File: src/rtl/datapath_pipe_unit_pkg.sv
// Shared definitions for the two-stage 16-bit RISC datapath: instruction
// field positions, ALU function codes and fetch constants.
package datapath_pipe_unit_pkg;

    localparam int INSTR_W = 16;
    localparam int PC_STEP = 2;

    localparam int OPC_HI = 15;
    localparam int OPC_LO = 13;
    localparam int RS1_HI = 11;
    localparam int RS1_LO = 9;
    localparam int RS2_HI = 8;
    localparam int RS2_LO = 6;
    localparam int RD_HI  = 5;
    localparam int RD_LO  = 3;
    localparam int IMM_HI = 5;
    localparam int IMM_LO = 0;

    typedef enum logic [1:0] {
        ALU_ADD = 2'b00,
        ALU_SUB = 2'b01,
        ALU_AND = 2'b10,
        ALU_OR  = 2'b11
    } alu_op_e;

endpackage

File: src/rtl/datapath_regfile.sv
// 8-entry register file: two asynchronous read ports, one synchronous write
// port, asynchronous active-low clear.
module datapath_regfile #(
    parameter int DATA_W = 8
) (
    input  logic              clk,
    input  logic              rst_n,
    input  logic [2:0]        raddr_a,
    output logic [DATA_W-1:0] rdata_a,
    input  logic [2:0]        raddr_b,
    output logic [DATA_W-1:0] rdata_b,
    input  logic              we,
    input  logic [2:0]        waddr,
    input  logic [DATA_W-1:0] wdata
);

    logic [DATA_W-1:0] regs [8];

    always_ff @(posedge clk or negedge rst_n) begin
        if (!rst_n) begin
            for (int i = 0; i < 8; i++) begin
                regs[i] <= '0;
            end
        end else if (we) begin
            regs[waddr] <= wdata;
        end
    end

    assign rdata_a = regs[raddr_a];
    assign rdata_b = regs[raddr_b];

endmodule

File: src/rtl/datapath_pipe_unit.sv
// Two-stage (fetch / execute) 16-bit RISC datapath with input/output port
// handshakes, a data-memory ready stall and jne branches that flush the fetch slot.
module datapath_pipe_unit
    import datapath_pipe_unit_pkg::*;
#(
    parameter int              DATA_W   = 8,
    parameter int              PC_W     = 16,
    parameter logic [PC_W-1:0] RESET_PC = '0
) (
    input  logic              clk,
    input  logic              rst_n,
    input  logic              jump_neq,
    input  logic              write_strobe,
    input  logic              read_strobe,
    input  logic              rom_read,
    input  logic              rom_write,
    input  logic              alu_select,
    input  logic              sel_dst_reg,
    input  logic              rom_to_reg,
    input  logic              write_reg,
    input  logic [1:0]        output_ALU,
    output logic [2:0]        opcode,
    output logic [PC_W-1:0]   imem_addr,
    input  logic [15:0]       imem_data,
    output logic [DATA_W-1:0] dmem_addr,
    output logic [DATA_W-1:0] dmem_wdata,
    output logic              dmem_re,
    output logic              dmem_we,
    input  logic [DATA_W-1:0] dmem_rdata,
    input  logic              dmem_ready,
    input  logic [DATA_W-1:0] in_data,
    input  logic              in_valid,
    output logic              in_ready,
    output logic [DATA_W-1:0] out_data,
    output logic              out_valid,
    input  logic              out_ready,
    output logic              stall
);

    logic [PC_W-1:0]    pc;
    logic [PC_W-1:0]    ir_pc;
    logic [INSTR_W-1:0] ir;
    logic               ir_valid;

    logic [2:0]         rs1_addr;
    logic [2:0]         rs2_addr;
    logic [2:0]         dest_addr;
    logic signed [5:0]  imm6;
    logic [DATA_W-1:0]  imm_ext;
    logic [DATA_W-1:0]  rs1_data;
    logic [DATA_W-1:0]  rs2_data;
    logic [DATA_W-1:0]  op_b;
    logic [DATA_W-1:0]  alu_result;
    logic               zero;

    logic q_jump_neq, q_write_strobe, q_read_strobe, q_rom_read, q_rom_write, q_write_reg;
    logic in_wait, mem_wait, out_wait, stall_other;
    logic branch_taken, out_accept, wb_en;
    logic [DATA_W-1:0]  wb_data;
    logic [PC_W-1:0]    branch_target;
    logic               unused_ir_bit;

    assign rs1_addr  = ir[RS1_HI:RS1_LO];
    assign rs2_addr  = ir[RS2_HI:RS2_LO];
    assign dest_addr = sel_dst_reg ? ir[RD_HI:RD_LO] : ir[RS2_HI:RS2_LO];
    assign imm6      = ir[IMM_HI:IMM_LO];
    assign imm_ext   = DATA_W'(imm6);
    assign unused_ir_bit = ir[12];

    // A bubble in EX must not act on whatever the decoder presents for it.
    assign q_jump_neq     = ir_valid & jump_neq;
    assign q_write_strobe = ir_valid & write_strobe;
    assign q_read_strobe  = ir_valid & read_strobe;
    assign q_rom_read     = ir_valid & rom_read;
    assign q_rom_write    = ir_valid & rom_write;
    assign q_write_reg    = ir_valid & write_reg;

    assign in_wait     = q_read_strobe & ~in_valid;
    assign mem_wait    = (q_rom_read | q_rom_write) & ~dmem_ready;
    assign out_wait    = q_write_strobe & out_valid & ~out_ready;
    assign stall_other = mem_wait | out_wait;
    assign stall       = in_wait | stall_other;

    datapath_regfile #(.DATA_W(DATA_W)) u_regfile (
        .clk     (clk),
        .rst_n   (rst_n),
        .raddr_a (rs1_addr),
        .rdata_a (rs1_data),
        .raddr_b (rs2_addr),
        .rdata_b (rs2_data),
        .we      (wb_en),
        .waddr   (dest_addr),
        .wdata   (wb_data)
    );

    assign op_b = alu_select ? imm_ext : rs2_data;

    always_comb begin
        alu_result = '0;
        case (alu_op_e'(output_ALU))
            ALU_ADD: alu_result = rs1_data + op_b;
            ALU_SUB: alu_result = rs1_data - op_b;
            ALU_AND: alu_result = rs1_data & op_b;
            default: alu_result = rs1_data | op_b;
        endcase
    end

    assign zero = (alu_result == '0);

    always_comb begin
        wb_data = alu_result;
        if (read_strobe) begin
            wb_data = in_data;
        end else if (rom_to_reg) begin
            wb_data = dmem_rdata;
        end
    end

    assign wb_en         = q_write_reg & ~stall;
    assign branch_taken  = q_jump_neq & ~zero & ~stall;
    assign out_accept    = q_write_strobe & ~stall;
    assign branch_target = ir_pc + PC_W'(PC_STEP) + (PC_W'(imm6) << 1);

    // Fetch slot: a taken branch still loads ir but marks it invalid (squash).
    always_ff @(posedge clk or negedge rst_n) begin
        if (!rst_n) begin
            pc       <= RESET_PC;
            ir       <= '0;
            ir_pc    <= '0;
            ir_valid <= 1'b0;
        end else if (!stall) begin
            ir    <= imem_data;
            ir_pc <= pc;
            if (branch_taken) begin
                pc       <= branch_target;
                ir_valid <= 1'b0;
            end else begin
                pc       <= pc + PC_W'(PC_STEP);
                ir_valid <= 1'b1;
            end
        end
    end

    // Output port: a new write_strobe may reload in the same cycle the old value drains.
    always_ff @(posedge clk or negedge rst_n) begin
        if (!rst_n) begin
            out_valid <= 1'b0;
            out_data  <= '0;
        end else if (out_accept) begin
            out_valid <= 1'b1;
            out_data  <= rs1_data;
        end else if (out_valid && out_ready) begin
            out_valid <= 1'b0;
        end
    end

    assign opcode     = ir[OPC_HI:OPC_LO];
    assign imem_addr  = pc;
    assign dmem_addr  = alu_result;
    assign dmem_wdata = rs2_data;
    assign dmem_re    = q_rom_read;
    assign dmem_we    = q_rom_write;
    assign in_ready   = q_read_strobe & ~stall_other;

endmodule

File: config.mk
export PLATFORM = sky130hd
export DESIGN_NAME = datapath_pipe_unit
export DESIGN_NICKNAME = d
export VERILOG_FILES = /design/src/rtl/datapath_pipe_unit_pkg.sv /design/src/rtl/datapath_regfile.sv /design/src/rtl/datapath_pipe_unit.sv
export SDC_FILE = /design/constraint.sdc
export NUM_CORES = 1
export LEC_CHECK = 0
export BUFFER_PORTS_ARGS = -buffer_cell sky130_fd_sc_hd__buf_4
export CAP_MARGIN = 10
export CORE_ASPECT_RATIO = 0.75
export CORE_MARGIN = 5
export CORE_UTILIZATION = 50
export DETAILED_ROUTE_END_ITERATION = 10
export PLACE_DENSITY = 0.7
export REMOVE_ABC_BUFFERS = 1
export SYNTH_ARGS = -nofsm -noshare
export SYNTH_HDL_FRONTEND = slang
export SYNTH_SLANG_ARGS = --single-unit
File: constraint.sdc
create_clock -name clk -period 12.2 [get_ports clk]
set_input_delay 3.05 -clock clk [delete_from_list [all_inputs] [get_ports clk]]
set_output_delay 3.05 -clock clk [all_outputs]
set_load 0.005 [all_outputs]
==> summary.log <==
qor: grt.grt_first_pass_wirelength 33,000 µm
qor: layout.nFillCells 1,269
qor: synthesis.synth_edf_count 0
qor: timing.final.period_utilization 80.8%
qor: place.placement.cell_area 8450 µm²
qor: clocking.clock_sink_count 121
qor: critical_path.path_class input pin to output port
qor: timing.setup_viol 0
qor: layout.layout-drive-gt1-share 24.8%
qor: clocking.cts.clk_slew.worst_paths 50 ps
qor: floorplanning.coreArea 15,100 µm²
qor: critical_path.arrival 6810 ps
qor: clocking.tritoncts done
qor: worst_hold_path.timing.hold.worst.class flip-flop to flip-flop
qor: floorplanning.boundaryPins 96
qor: power_and_ir_drop.pwr_density_cell 295 nW/µm²
qor: power_and_ir_drop.share_comb_of_total_power 53.1%
qor: clocking.post_cts_setup_inserts 0
qor: route.drt_iter0_markers 404
qor: place.post-dp-hpwl 14,900 µm
qor: place.gp_congestion 0.916
qor: critical_path.worstSetupEndpointType output port
qor: power_and_ir_drop.report.power.total 2.67 mW
qor: synthesis.synthesized_netlist_cell_count 769
qor: synthesis.synth_area_per_cell 9.95 µm²
qor: timing.timing.max_slew.rel_slack 26.9%
qor: synthesis.yosys_cell_types 66
qor: synthesis.ys_seq_elements 121
qor: timing.worst_clock_skew 6.02 ps
qor: synthesis.syn_std_cell_area 7650 µm²
qor: layout.layout_common_cells sky130_fd_sc_hd__nand2_1, sky130_fd_sc_hd__dfrtp_1, sky130_fd_sc_hd__buf_4, sky130_fd_sc_hd__o21ai_0, sky130_fd_sc_hd__mux2_2
qor: floorplanning.die_h 117 µm
qor: clocking.cts.repair.resized 0
qor: floorplanning.row_count 39
qor: place.port_buffers 94
qor: place.post-place-ws 2410 ps
qor: critical_path.worst_setup_path_start_kind input pin
qor: clocking.cts_buffer_depth 2
qor: timing.final.setup.tns 0 ps
qor: power_and_ir_drop.static-leakage-power 4.24 nW
qor: clocking.clock-root-buffer sky130_fd_sc_hd__clkbuf_16
qor: route.num_vias 6,268
qor: route.routed_via_density 5.89
qor: power_and_ir_drop.netSwitchingFraction 40.4%
qor: timing.finalHoldViolCount 0
qor: critical_path.worstPathMaxFanout 14
qor: grt.grt_start_max_net_pins 71
qor: timing.timing_worst_slew_pin_value 1090 ps
qor: critical_path.setup.reg_to_reg.worst_slack 6120 ps
qor: clocking.cts_htree_levels 4
qor: grt.number_of_global_route_vias_before_repair 6,245
qor: floorplanning.full_die_area 17,900 µm²
qor: outcome.outcome completed
qor: timing.post-route-min-period 9860 ps
qor: critical_path.critPathRequiredTime 9150 ps
qor: route.finalWirelength 20,500 µm
qor: floorplanning.initial_core_util 50.6%
qor: power_and_ir_drop.power.share.clock 18.7%
qor: layout.mostFrequentLayoutCell sky130_fd_sc_hd__nand2_1
qor: floorplanning.fp.dieW 153 µm
qor: synthesis.ys.flop_type sky130_fd_sc_hd__dfrtp_1
qor: timing.timing.final.max_slew_violations 0
qor: layout.area_growth 18.2%
qor: synthesis.ys_seq_area_share 39.6%
qor: power_and_ir_drop.p_int 1.59 mW
qor: clocking.hold_fix_buffers_at_cts 0
qor: grt.antenna_found_initial 0
qor: route.routedWlPerCell 19.3 µm
qor: route.postRouteAntennaNets 0
qor: timing.max_freq 101 MHz
qor: layout.design.final.nets 934
qor: layout.insertedDiodeCount 0
qor: timing.finalWorstSetupSlack 2340 ps
qor: power_and_ir_drop.max-vdd-ir-drop 0.132 mV
qor: layout.post_route_cell_area 9040 µm²
qor: route.drc 0
qor: power_and_ir_drop.sequential_power_share 28.2%
qor: route.detailedRoute.firstPassIterationCount 4
qor: timing.hold_slack 484 ps
qor: run.maxCapViolations 0
qor: grt.grt_overflow 0
qor: layout.sequential_cell_area 3030 µm²
qor: synthesis.synth.yosys.warnings 0
qor: layout.multiInputGateArea 4300 µm²
qor: power_and_ir_drop.total_switching_power 1.08 mW
qor: clocking.clkLatencyLatePin 420 ps
qor: grt.grt_util_all_layers 23.4%
qor: synthesis.postSynth.asyncResetShare 100%
qor: clocking.cts_buffers 17
qor: timing.rsz0062_at_grt no
==> cell families after synthesis <==
group	count (synthesis)	synth area share, %
simple gates	245	14.1
compound gates	158	13.2
flops	121	39.6
mux	106	18.6
buf+inv	69	4.25
fa+ha+maj	44	7.30
xor+xnor	26	2.98
==> synth_stat cells (3+ instances only) <==
| cell | instances | share of area, % |
|---|---|---|
| sky130_fd_sc_hd__nand2_1 | 136 | 6.7 |
| sky130_fd_sc_hd__dfrtp_1 | 121 | 40 |
| sky130_fd_sc_hd__o21ai_0 | 53 | 3.5 |
| sky130_fd_sc_hd__mux2_2 | 50 | 7.4 |
| sky130_fd_sc_hd__nor2_1 | 48 | 2.4 |
| sky130_fd_sc_hd__ha_1 | 38 | 6.2 |
| sky130_fd_sc_hd__a21oi_1 | 35 | 2.3 |
| sky130_fd_sc_hd__mux2i_1 | 29 | 3.8 |
| sky130_fd_sc_hd__clkbuf_1 | 26 | 1.3 |
| sky130_fd_sc_hd__inv_1 | 24 | 1.2 |
| sky130_fd_sc_hd__mux4_2 | 19 | 5.6 |
| sky130_fd_sc_hd__xnor2_1 | 19 | 2.2 |
| sky130_fd_sc_hd__nor3_1 | 12 | 0.79 |
| sky130_fd_sc_hd__nand3_1 | 10 | 0.65 |
| sky130_fd_sc_hd__a22oi_1 | 8 | 0.79 |
| sky130_fd_sc_hd__and3_1 | 7 | 0.57 |
| sky130_fd_sc_hd__o21a_1 | 7 | 0.69 |
| sky130_fd_sc_hd__o31ai_1 | 7 | 0.69 |
| sky130_fd_sc_hd__xor2_1 | 7 | 0.80 |
| sky130_fd_sc_hd__buf_1 | 6 | 0.29 |
| sky130_fd_sc_hd__buf_6 | 6 | 0.88 |
| sky130_fd_sc_hd__nor2b_1 | 6 | 0.49 |
| sky130_fd_sc_hd__nor4_1 | 6 | 0.49 |
| sky130_fd_sc_hd__o22ai_1 | 6 | 0.49 |
| sky130_fd_sc_hd__a211oi_1 | 5 | 0.49 |
| sky130_fd_sc_hd__a21o_1 | 5 | 0.49 |
| sky130_fd_sc_hd__a22o_1 | 5 | 0.57 |
| sky130_fd_sc_hd__and2_1 | 5 | 0.41 |
| sky130_fd_sc_hd__o21ai_1 | 4 | 0.26 |
| sky130_fd_sc_hd__buf_4 | 3 | 0.29 |
| sky130_fd_sc_hd__mux2_1 | 3 | 0.44 |
| sky130_fd_sc_hd__mux4_1 | 3 | 1.0 |
| sky130_fd_sc_hd__o21bai_1 | 3 | 0.29 |
==> metrics by stage <==
stage | cells | utilization, %
2_1_floorplan | 726 | -
3_3_place_gp | 1032 | 55.9
3_5_place_dp | 1032 | 55.9
4_1_cts | 1064 | 59.8
5_1_grt | 1064 | 59.8
6_report | 1064 | 59.8
==> area by class of cell <==
class | count | area share (%)
clock buffer | 22 | 5.24
clock inverter | 10 | 1.30
inverter | 26 | 1.16
multi-input combinational | 579 | 47.6
sequential | 121 | 33.5
tap | 205 | 2.84
timing repair buffer | 101 | 8.39
==> worst max-delay path, cell delays in order <==
cell and delay [ps]:
sky130_fd_sc_hd__buf_4 190, sky130_fd_sc_hd__or2_0 170, sky130_fd_sc_hd__a21boi_0 450, sky130_fd_sc_hd__inv_1 170
sky130_fd_sc_hd__ha_1 310, sky130_fd_sc_hd__mux2i_1 310, sky130_fd_sc_hd__ha_1 300, sky130_fd_sc_hd__nor2b_1 140
sky130_fd_sc_hd__o31a_1 270, sky130_fd_sc_hd__o31a_1 280, sky130_fd_sc_hd__o21a_1 220, sky130_fd_sc_hd__nor4_1 310
sky130_fd_sc_hd__o21ai_2 140, sky130_fd_sc_hd__a21o_1 200, sky130_fd_sc_hd__and2_1 150, sky130_fd_sc_hd__buf_4 130
==> power groups by stage <==
| stage | sequential (mW) | clock, mW | combinational (mW) |
|---|---|---|---|
| 2_1_floorplan | 0.702 | 0 | 0.966 |
| 3_3_place_gp | 0.734 | 0 | 1.34 |
| 3_5_place_dp | 0.751 | 0 | 1.40 |
| 4_1_cts | 0.747 | 0.507 | 1.41 |
| 5_1_grt | 0.774 | 0.523 | 1.56 |
| 6_report | 0.752 | 0.499 | 1.42 |
==> routing by layer <==
metal  part of all wire (%)  GRT usage (%)  up-vias
li1                       -              -     2899
met1                     45           32.0     3096
met2                     46           37.0      239
met3                    6.9           5.73       34
met4                    2.2           8.25        0
met5                      0              0        -
==> registers in the layout (all words and copies together), names as in the netlist <==
signal	count
imem_addr	16
out_valid	1
ir	15
ir_pc	16
out_data	8
ir_valid	1
u_regfile.regs	64
==> path summary, 6_finish.rpt <==
check,startpoint,to,cells after the start
setup / recovery,alu_select,dmem_addr[7],16
hold / removal,ir_pc[8],ir_pc[8],2
setup reg to reg,ir[6],imem_addr[11],21
hold reg to reg,ir_pc[8],ir_pc[8],2
max in group asynchronous,rst_n,out_data[3],2
min in group asynchronous,rst_n,ir[15],1
Power figures use the tool's default switching activity.
